## config.mk

```make
export PLATFORM = sky130hd
export DESIGN_NAME = setpoint_interpolator_flat
export DESIGN_NICKNAME = d
export VERILOG_FILES = /design/src/rtl/setpoint_interpolator_pkg.sv /design/src/rtl/setpoint_interpolator_if.sv /design/src/rtl/setpoint_interpolator.sv /design/src/flat_wrapper.sv
export SDC_FILE = /design/constraint.sdc
export NUM_CORES = 1
export LEC_CHECK = 0
export CAP_MARGIN = 20
export CORE_ASPECT_RATIO = 1.25
export CORE_MARGIN = 8
export CORE_UTILIZATION = 45
export CTS_BUF_LIST = sky130_fd_sc_hd__clkbuf_16
export CTS_CLUSTER_DIAMETER = 30
export DETAILED_ROUTE_END_ITERATION = 16
export GPL_ROUTABILITY_DRIVEN = 0
export MAX_ROUTING_LAYER = met4
export PLACE_DENSITY_LB_ADDON = 0.3
export SLEW_MARGIN = 20
export SYNTH_ARGS = -nofsm -noshare
export SYNTH_HDL_FRONTEND = slang
export SYNTH_SLANG_ARGS = --single-unit
```

## constraint.sdc

```tcl
create_clock -name clk -period 2.3 [get_ports clk]
set_clock_uncertainty 0.1 [all_clocks]
set_input_delay 0.46 -clock clk [delete_from_list [all_inputs] [get_ports clk]]
set_output_delay 0.46 -clock clk [all_outputs]
set_load 0.02 [all_outputs]
```

## src/rtl/setpoint_interpolator_pkg.sv

```systemverilog
// Shared types and width helpers for the setpoint interpolator.
package setpoint_interp_pkg;

    typedef enum logic [0:0] {
        IDLE = 1'b0,
        RAMP = 1'b1
    } state_t;

    // Accumulator carries one guard bit above the sample plus log2_steps fraction bits.
    function automatic int acc_width(input int nb, input int ls);
        return nb + 1 + ls;
    endfunction

    function automatic int delta_width(input int nb);
        return nb + 1;
    endfunction

endpackage

```

## src/rtl/setpoint_interpolator_if.sv

```systemverilog
// Target-setpoint handshake between the lock controller and the interpolator.
interface setpoint_interpolator_if #(
    parameter int num_bits = 16
) ();
    logic signed [num_bits-1:0] in_data;
    logic                       in_valid;
    logic                       in_ready;

    modport master (output in_data, output in_valid, input in_ready);
    modport slave  (input in_data, input in_valid, output in_ready);
endinterface

```

## src/rtl/setpoint_interpolator.sv

```systemverilog
// Linear ramp from the current output to each accepted target in 2^log2_steps clocks.
// Optional mid-ramp retargeting is enabled by defining SETPOINT_INTERP_RETARGET_EN.
module setpoint_interpolator
    import setpoint_interp_pkg::*;
#(
    parameter int num_bits   = 16,
    parameter int log2_steps = 8
) (
    input  logic                       clk,
    input  logic                       rst,
    setpoint_interpolator_if.slave     in_if,
    input  logic                       freeze,
    output logic signed [num_bits-1:0] out_data,
    output logic                       busy,
    output logic                       done
);

    localparam int AW = acc_width(num_bits, log2_steps);
    localparam int DW = delta_width(num_bits);
    localparam int CW = log2_steps;
    localparam logic [CW-1:0] CNT_LAST = {CW{1'b1}};
`ifdef SETPOINT_INTERP_RETARGET_EN
    localparam logic RETARGET = 1'b1;
`else
    localparam logic RETARGET = 1'b0;
`endif

    state_t                     state_q, state_d;
    logic signed [AW-1:0]       acc_q, acc_d;
    logic signed [DW-1:0]       delta_q, delta_d;
    logic        [CW-1:0]       cnt_q, cnt_d;
    logic signed [num_bits-1:0] out_q, out_d;
    logic                       in_ready_q, in_ready_d;
    logic                       busy_q, busy_d;
    logic                       done_q, done_d;

    logic                       accept_s;
    logic signed [DW-1:0]       new_delta_s;
    logic signed [AW-1:0]       load_acc_s;
    logic signed [AW-1:0]       delta_ext_s;

    assign accept_s    = in_if.in_valid && in_ready_q;
    assign new_delta_s = {in_if.in_data[num_bits-1], in_if.in_data} - {out_q[num_bits-1], out_q};
    // Reloading from out_q drops any fraction left over from an abandoned ramp.
    assign load_acc_s  = {out_q[num_bits-1], out_q, {CW{1'b0}}};
    assign delta_ext_s = {{CW{delta_q[DW-1]}}, delta_q};

    // Next-state logic for FSM, accumulator, step counter and status flags.
    always_comb begin
        state_d    = state_q;
        acc_d      = acc_q;
        delta_d    = delta_q;
        cnt_d      = cnt_q;
        in_ready_d = in_ready_q;
        busy_d     = busy_q;
        done_d     = 1'b0;
        case (state_q)
            IDLE: begin
                in_ready_d = 1'b1;
                busy_d     = 1'b0;
                if (accept_s) begin
                    delta_d    = new_delta_s;
                    acc_d      = load_acc_s;
                    cnt_d      = {CW{1'b0}};
                    state_d    = RAMP;
                    busy_d     = 1'b1;
                    in_ready_d = RETARGET;
                end else begin
                    state_d = IDLE;
                end
            end
            RAMP: begin
                if (RETARGET && accept_s) begin
                    delta_d = new_delta_s;
                    acc_d   = load_acc_s;
                    cnt_d   = {CW{1'b0}};
                    state_d = RAMP;
                end else if (!freeze) begin
                    acc_d = acc_q + delta_ext_s;
                    cnt_d = cnt_q + CW'(1'b1);
                    if (cnt_q == CNT_LAST) begin
                        state_d    = IDLE;
                        done_d     = 1'b1;
                        in_ready_d = 1'b1;
                        busy_d     = 1'b0;
                    end else begin
                        state_d = RAMP;
                    end
                end else begin
                    state_d = RAMP;
                end
            end
            default: begin
                state_d    = IDLE;
                in_ready_d = 1'b0;
                busy_d     = 1'b0;
            end
        endcase
        out_d = acc_d[CW +: num_bits];
    end

    // State and output registers with asynchronous active-low reset.
    always_ff @(posedge clk or negedge rst) begin
        if (!rst) begin
            state_q    <= IDLE;
            acc_q      <= {AW{1'b0}};
            delta_q    <= {DW{1'b0}};
            cnt_q      <= {CW{1'b0}};
            out_q      <= {num_bits{1'b0}};
            in_ready_q <= 1'b0;
            busy_q     <= 1'b0;
            done_q     <= 1'b0;
        end else begin
            state_q    <= state_d;
            acc_q      <= acc_d;
            delta_q    <= delta_d;
            cnt_q      <= cnt_d;
            out_q      <= out_d;
            in_ready_q <= in_ready_d;
            busy_q     <= busy_d;
            done_q     <= done_d;
        end
    end

    assign in_if.in_ready = in_ready_q;
    assign out_data       = out_q;
    assign busy           = busy_q;
    assign done           = done_q;

endmodule

```

## src/flat_wrapper.sv

```systemverilog
// flat-port wrapper written by rule: the top's interface ports become plain ports
module setpoint_interpolator_flat import setpoint_interp_pkg::*;
#(
    parameter int num_bits   = 16,
    parameter int log2_steps = 8
)
  (clk, rst, freeze, out_data, busy, done, in_if_in_data, in_if_in_valid, in_if_in_ready);
  setpoint_interpolator_if #(.num_bits(num_bits)) in_if_i ();
  input  logic clk;
  input  logic rst;
  input  logic freeze;
  output logic signed [num_bits-1:0] out_data;
  output logic busy;
  output logic done;
  input wire logic [$bits(in_if_i.in_data)-1:0] in_if_in_data;
  input wire logic [$bits(in_if_i.in_valid)-1:0] in_if_in_valid;
  output wire logic [$bits(in_if_i.in_ready)-1:0] in_if_in_ready;
  assign in_if_i.in_data = in_if_in_data;
  assign in_if_i.in_valid = in_if_in_valid;
  assign in_if_in_ready = in_if_i.in_ready;
  setpoint_interpolator #(.num_bits(num_bits), .log2_steps(log2_steps)) u_core (.clk(clk), .rst(rst), .in_if(in_if_i), .freeze(freeze), .out_data(out_data), .busy(busy), .done(done));
endmodule
```

Word-level counts from Yosys, hierarchy flattened
Index checks and enable logic that the tools add are counted.
{"block": "word_totals", "input_bits": 20, "output_inout_bits": 19, "word_cells": 41, "ff_bits": 54}
{"block": "op_classes", "n_mux": 20, "eq_ne": 4, "bitwise": 1, "add_sub_neg": 3, "reduce_logical": 5}
{"cell": "$mux 25", "count": 2}
{"cell": "$pmux 25 s2", "count": 1}
{"cell": "$add 25x17->25", "count": 1}
{"cell": "$sub 16x16->17", "count": 1}
{"cell": "$mux 8", "count": 2}
{"cell": "$pmux 8 s2", "count": 1}
{"cell": "$mux 1", "count": 11}
{"cell": "$add 8x1->8 const B", "count": 1}
{"cell": "$eq 8x8->1 const B", "count": 1}
{"cell": "$reduce_and 2->1", "count": 4}
{"cell": "$pmux 1 s2", "count": 3}
{"cell": "$ne 2x2->1 const B", "count": 2}
{"cell": "$ne 2x1->1 const B", "count": 1}
{"cell": "$logic_and 1x1->1", "count": 1}
{"cell": "$not 1->1", "count": 1}

Longest topological paths before layout
Gate-level depths: netlist of run 1.
{"block": "logic_depth", "depth_word": 4, "mapped_depth": 10, "mapped_depth_nobuf": 10}

Least setup slack after synthesis of run 1
Ideal clock, no wire load.
{"block": "synth_timing", "kind": "register -> register", "startpoint": "reg u_core.delta_q[0]", "endpoint": "reg u_core.out_q[12], in the netlist u_core.out_data[12]", "setup_slack_ps": -58, "required_time_ps": 2118, "path_stages_with_launch": 11, "t_arrival_ps": 2176, "path_cell_list": "dfrtp_1 > ha_1 > inv_1 > fa_1 > nor2b_1 > o31a_1 > o22a_2 > a41oi_1 > and3_1 > or3_1 > a31oi_1"}
{"block": "synth_via", "elab_chain_len": 3}
{"element": "start, declared", "line": "setpoint_interpolator.sv:30", "source": "logic signed [DW-1:0] delta_q, delta_d;"}
{"element": "start signal, assigned", "line": "setpoint_interpolator.sv:107", "source": "delta_q <= {DW{1'b0}};"}
{"element": "start signal, assigned", "line": "setpoint_interpolator.sv:116", "source": "delta_q <= delta_d;"}
{"element": "$add 25x17->25", "line": "setpoint_interpolator.sv:79", "source": "acc_d = acc_q + delta_ext_s;"}
{"element": "$mux 25", "line": "setpoint_interpolator.sv:78", "source": "end else if (!freeze) begin"}
{"element": "$pmux 25 s2", "line": "setpoint_interpolator.sv:57", "source": "case (state_q)"}
{"element": "end signal, assigned", "line": "setpoint_interpolator.sv:109", "source": "out_q <= {num_bits{1'b0}};"}
{"element": "end signal, assigned", "line": "setpoint_interpolator.sv:118", "source": "out_q <= out_d;"}
{"element": "end, declared", "line": "setpoint_interpolator.sv:32", "source": "logic signed [num_bits-1:0] out_q, out_d;"}
No other way between the ends. The select of a mux whose other input is x is not followed.
A chain may end at the register's enable or synchronous reset.

Final worst setup path of run 1
Ends and elaborated chain as after synthesis.

==> reports/qor.csv, run 1 <==
metric,value,unit
outcome,"complete, but fails checks",
violations,setup timing,
switching_share,43.4,%
ys_ff_latch,53,
cts_buffer_depth,2,
ys.flop_type,dfrtp_1,
whs_path_depth,2,
crit_arrival,2.56,ns
timing.rr.start,u_core.delta_q[0],
grt_use_met1,20.5,%
seq_power_share,18.4,%
synthDistinctLibCells,50,
area_delta_synth_final,39.7,%
comb_power_share,72.8,%
die_area,12500,um^2
start_util,45.6,%
tightest_slew,0.386,ns
layout.cells.non_filler,709,
dp_hpwl,8360,um
htree_levels,2,
syn_nets,546,
p_switching,4260,uW
ant_nets,0,
syn_area_per_cell,8.51,um^2
min_from,u_core.delta_q[13],
internal-power,5550,uW
viasPerCell,5.48,
synth_top_area_share,32.2,%
grt_busiest_layer,met2,
p_leak,0.00260,uW
grt_pass1_wl,18300,um
clkPwrFrac,8.9,%
drt-total-wl,11300,um
numCtsBuffers,5,
slew_headroom,74.3,%
drive_gt1_share,28.5,%
crit_required,2.42,ns
synthTopCellsByArea,"dfrtp_1 (32%), ha_1 (12%), o21ai_0 (7.2%)",
setup_tns,-0.193,ns
drc_errors,0,
cp_slowest_cell,dfrtp_1,
die_h,123,um
drv_slew,0,
cp_cell_sequence,ha_2 > inv_2 > fa_2 > nor2b_2 > o31a_1 > o22a_2 > a41oi_2 > and3_1 > or3_1 > a31oi_1,
vdd_ir_drop_max,0.993,mV
rsz0062_at_grt,yes,
clkSinkCount,53,
gr-usage-met2,35.2,%
ios,39,
p_total,9810,uW
r2r_slack,-0.14,ns
finalSetupViolCount,2,
crit_type,reg2reg,
reg2reg_depth,10,
core_area,9030,um^2
async_flop_share,100,%
synth_area_leader_cell,dfrtp_1,
min_path_type,reg2reg,
period_minus_slack,2.44,ns
path_clk_slew,0.08,ns
dp_cells,691,
start_kind,register,
yosysSeqAreaShare,32.2,%
fmax,0.410,GHz
max_stage_delay,0.37,ns
syn_area,4120,um^2
grt_pass1_vias,3841,
preCtsSetupSlack,-0.729,ns
p_per_area,1700,nW/um^2
antenna_found_initial,0,
period_share,106,%
synth_cells,484,
track_usage,18.9,%
synth_edf_count,0,
overflow,0,
grt_max_degree,39,
drt_iter0_drc,122,
wl_per_cell,15.9,um
finalHoldViolCount,0,
ctsRootBufferMaster,clkbuf_16,
setup_slack,-0.139,ns
diodes,0,
endpoint_kind,register,
hold_end,u_core.delta_q[13],
nets,647,
num_rows,39,
vias,3884,
cts_tree,done,
met3_usage,1.86,%
dr.pass1.iters,4,
clkLatencyLatePin,0.30,ns
portBuffers,38,
ys_warn_count,0,
critPathMaxFanout,3,
cap_violations,0,
dieWidth,102,um
rr_endpoint,u_core.out_data[12],
hold_ws,0.405,ns
-- synth_stat cells (all sizes together) (2+ instances only) --
cell / count
nand2: 47
a21oi: 26
fa: 2
a31o: 2
and3: 11
a41oi: 3
a21boi: 2
and2: 4
nand4b: 2
o21a: 10
nor3b: 3
clkbuf: 15
a311oi: 3
a211o: 2
o311ai: 2
xnor2: 11
nand4: 4
o211ai: 5
dfrtp: 53
nor2: 25
a21o: 10
nand3: 16
nor3: 8
buf: 17
nand2b: 10
o21ai: 62
xor2: 18
a211oi: 5
a31oi: 5
o22ai: 3
ha: 40
o21bai: 5
nor2b: 5
inv: 29
o31ai: 6
or3: 5
-- timing repair --
item / CTS / global route
hold buffers: 1 / 0
pin swaps: 20 / 43
setup buffers: 6 / 4
setup endpoints to repair: 22 / 25
gates resized for setup: 42 / 57
cloned: 0 / 0
hold endpoints to repair: 12 / 0
-- cell usage in the layout (no fill, tap or decap), drive strengths merged, types with 3 or more instances in the layout --
cell type	n
buf	88
o21ai	62
dfrtp	53
nand2	47
ha	40
clkdlybuf4s50	33
inv	29
a21oi	26
nor2	25
xor2	18
nand3	16
and3	11
xnor2	11
nand2b	10
o21a	10
a21o	10
nor3	8
o31ai	6
o21bai	5
a31oi	5
o211ai	5
clkbuf	5
or3	5
a211oi	5
nor2b	5
nand4	4
and2	4
nor3b	3
o22ai	3
a41oi	3
a311oi	3
-- worst max path at each step --
stage | startpoint | to | slack, ns | depth (start not counted)
after global routing | u_core.delta_q[0] | u_core.out_data[12] | -0.26 | 10
after detailed placement | in_if_in_data[0] | u_core.delta_q[14] | -0.73 | 11
after floorplan | u_core.delta_q[0] | u_core.out_data[12] | 0.02 | 10
after CTS | u_core.delta_q[0] | u_core.out_data[12] | -0.13 | 10
final | u_core.delta_q[0] | u_core.out_data[12] | -0.14 | 10
after global placement | in_if_in_data[0] | u_core.delta_q[14] | -0.67 | 11
-- critical path, delay by kind of cell, from the launching register on --
family / cells / cell delay, ns
buffers and inverters: 1 / 0.04
adders and majority gates: 2 / 0.54
and+or+nand+nor: 3 / 0.69
DFF: 1 / 0.37
AOI/OAI and AO/OA: 4 / 0.63
-- through the flow --
stage | instance area [um^2] | util [%]
2_1_floorplan | 4130 | -
3_3_place_gp | 5080 | 56.2
3_5_place_dp | 5080 | 56.2
4_1_cts | 5470 | 60.6
5_1_grt | 5760 | 63.8
6_report | 5760 | 63.8
-- cell families (layout without fill, tap and decap cells) --
group / Yosys count / in the layout / share of synthesized area (%)
fa+ha+maj: 42 / 42 / 13.1
buf+inv: 61 / 163 / 7.05
flops: 53 / 53 / 32.2
compound gates: 159 / 159 / 25.1
simple gates: 140 / 140 / 16.4
xor+xnor: 29 / 29 / 6.16
-- power by group through the flow --
stage               logic [uW]  registers (uW)  clock network (uW)
floorplan                 3940            1630                   0
global placement          5820            1720                   0
detailed placement        5990            1730                   0
CTS                       6430            1770                 878
global route              7850            1850                 911
finish                    7140            1800                 869
-- final cells by class --
cell class | count | area, um^2
Timing Repair Buffer | 126 | 1060
Multi-Input combinational cell | 370 | 2930
Clock buffer | 5 | 125
Inverter | 29 | 109
Tap cell | 123 | 154
Sequential cell | 53 | 1330
Fill cell | 744 | 3270
Clock inverter | 3 | 41.3
-- registers in the layout, indices dropped and copies added (netlist names) --
signal and cells:
u_core.delta_q 17, u_core.out_data 16, u_core.acc_q 8, u_core.cnt_q 8, u_core.busy 1, u_core.done 1
u_core.in_if.in_ready 1, u_core.state_q 1
-- routing by layer --
metal	wire length [um]	part of all wire, %
met3	265	2.4
met4	194	1.7
met2	6240	55
met5	0	0
met1	4580	41
Power figures use the tool's default switching activity.
==> run 2: changes to the inputs <==
--- a/config.mk
+++ b/config.mk
@@ -19,3 +19,4 @@
 export SYNTH_ARGS = -nofsm -noshare
 export SYNTH_HDL_FRONTEND = slang
 export SYNTH_SLANG_ARGS = --single-unit
+export TNS_END_PERCENT = 20
==> reports/qor.csv, run 2 (synthesis results as in run 1) <==
metric,value,unit,change
grt_max_degree,39,,unchanged
comb_power_share,71.5,%,was 72.8%
finalSetupViolCount,5,,was 2
endpoint_kind,register,,unchanged
viasPerCell,5.45,,was 5.48
start_kind,register,,unchanged
period_share,107,%,was 106%
path_clk_slew,0.07,ns,was 0.08 ns
start_util,45.6,%,unchanged
drive_gt1_share,24.5,%,was 28.5%
slew_headroom,74.7,%,was 74.3%
wl_per_cell,15.5,um,was 15.9 um
layout.cells.non_filler,706,,was 709
regMostFlops,u_core.delta_q,,unchanged
min_path_type,reg2reg,,unchanged
p_switching,3980,uW,was 4260 uW
antenna_found_initial,0,,unchanged
clkSinkCount,53,,unchanged
drt-total-wl,11000,um,was 11300 um
gr-usage-met2,34.4,%,was 35.2%
setup_slack,-0.161,ns,was -0.139 ns
cts_buffer_depth,2,,unchanged
ant_nets,0,,unchanged
dp_cells,691,,unchanged
violations,setup timing,,unchanged
dp_hpwl,8360,um,unchanged
crit_arrival,2.58,ns,was 2.56 ns
outcome,"complete, but fails checks",,unchanged
finalHoldViolCount,0,,unchanged
die_h,123,um,unchanged
ctsRootBufferMaster,clkbuf_16,,unchanged
critPathMaxFanout,4,,was 3
layout_common_cells,"buf_4 (83), dfrtp_1 (51), o21ai_0 (47), nand2_1 (47), clkdlybuf4s50_1 (33)",,"was buf_4 (83), dfrtp_1 (49), nand2_1 (45)"
nets,644,,was 647
drt_iter0_drc,129,,was 122
hold_ws,0.401,ns,was 0.405 ns
area_delta_synth_final,34.3,%,was 39.7%
r2r_slack,-0.16,ns,was -0.14 ns
dieWidth,102,um,unchanged
fmax,0.406,GHz,was 0.410 GHz
grt_busiest_layer,met2,,unchanged
largest_reg_flops,17,,unchanged
numCtsBuffers,5,,unchanged
setup_tns,-0.332,ns,was -0.193 ns
grt_use_met1,20.4,%,was 20.5%
htree_levels,2,,unchanged
crit_type,reg2reg,,unchanged
p_total,9170,uW,was 9810 uW
internal-power,5190,uW,was 5550 uW
crit_required,2.42,ns,about the same
cap_violations,0,,unchanged
met3_usage,1.92,%,was 1.86%
die_area,12500,um^2,unchanged
switching_share,43.4,%,about the same
drc_errors,0,,unchanged
track_usage,18.7,%,was 18.9%
period_minus_slack,2.46,ns,was 2.44 ns
core_area,9030,um^2,unchanged
clkLatencyLatePin,0.30,ns,about the same
diodes,0,,unchanged
num_rows,39,,unchanged
dr.pass1.iters,4,,unchanged
p_leak,0.00256,uW,was 0.00260 uW
seq_power_share,19.1,%,was 18.4%
grt_pass1_wl,18200,um,was 18300 um
mostFrequentLayoutCell,buf_4,,unchanged
tightest_slew,0.380,ns,was 0.386 ns
grt_pass1_vias,3814,,was 3841
clkPwrFrac,9.4,%,was 8.9%
vias,3846,,was 3884
vdd_ir_drop_max,0.935,mV,was 0.993 mV
cts_tree,done,,unchanged
overflow,0,,unchanged
drv_slew,0,,unchanged
portBuffers,38,,unchanged
rsz0062_at_grt,yes,,unchanged
p_per_area,1660,nW/um^2,was 1700 nW/um^2
ios,39,,unchanged
## run 2: layout make-up
class / instances / area [um^2]
fill: 780 / 3500
multi-input combinational: 370 / 2740
sequential: 53 / 1330
timing repair buffer: 123 / 1030
tap: 123 / 154
clock buffer: 5 / 125
inverter: 29 / 109
clock inverter: 3 / 41.3
## run 2: worst max-delay path: stages, from the launching register on
cell	delay, ns
dfrtp_1	0.37
ha_2	0.19
inv_2	0.04
fa_2	0.35
nor2b_2	0.14
o31a_1	0.15
o22a_2	0.20
a41oi_2	0.14
and3_1	0.21
or3_1	0.34
a31oi_1	0.16
## run 2: path summary, 6_finish.rpt
path / startpoint / end / depth (start not counted)
max: u_core.delta_q[0] / u_core.out_data[12] / 10
min: u_core.delta_q[11] / u_core.delta_q[11] / 2
max reg2reg: u_core.delta_q[0] / u_core.out_data[12] / 10
min reg2reg: u_core.delta_q[11] / u_core.delta_q[11] / 2
max in group asynchronous: rst / u_core.out_data[6] / 3
min in group asynchronous: rst / u_core.delta_q[5] / 2
## run 2: what timing repair did
item	CTS	global route
pin swaps	12	18
buffers inserted	2	4
hold endpoints to repair	12	0
hold buffers	1	0
endpoints found under the setup margin	22	23
gates resized for setup	33	29
## run 2: routing by layer
metal | wire (um) | part of all wire [%] | up-vias
met5 | 0 | 0 | -
met4 | 215 | 2.0 | 0
met3 | 318 | 2.9 | 14
met2 | 5950 | 54 | 75
met1 | 4470 | 41 | 1844
li1 | - | - | 1913
## run 2: power by group through the flow
stage	clock, uW	sequential (uW)	combinational (uW)
2_1_floorplan	0	1630	3940
3_3_place_gp	0	1720	5820
4_1_cts	878	1740	6270
3_5_place_dp	0	1730	5990
5_1_grt	916	1810	7240
6_report	863	1750	6560
## run 2: per-stage QoR
step	worst slack [ns]	utilization (%)	area (um^2)
5_1_grt	-0.298	61.3	5530
4_1_cts	-0.152	59.6	5380
3_5_place_dp	-0.729	56.2	5080
6_report	-0.161	61.3	5530
2_1_floorplan	0.0150	-	4130
3_3_place_gp	-0.674	56.2	5080
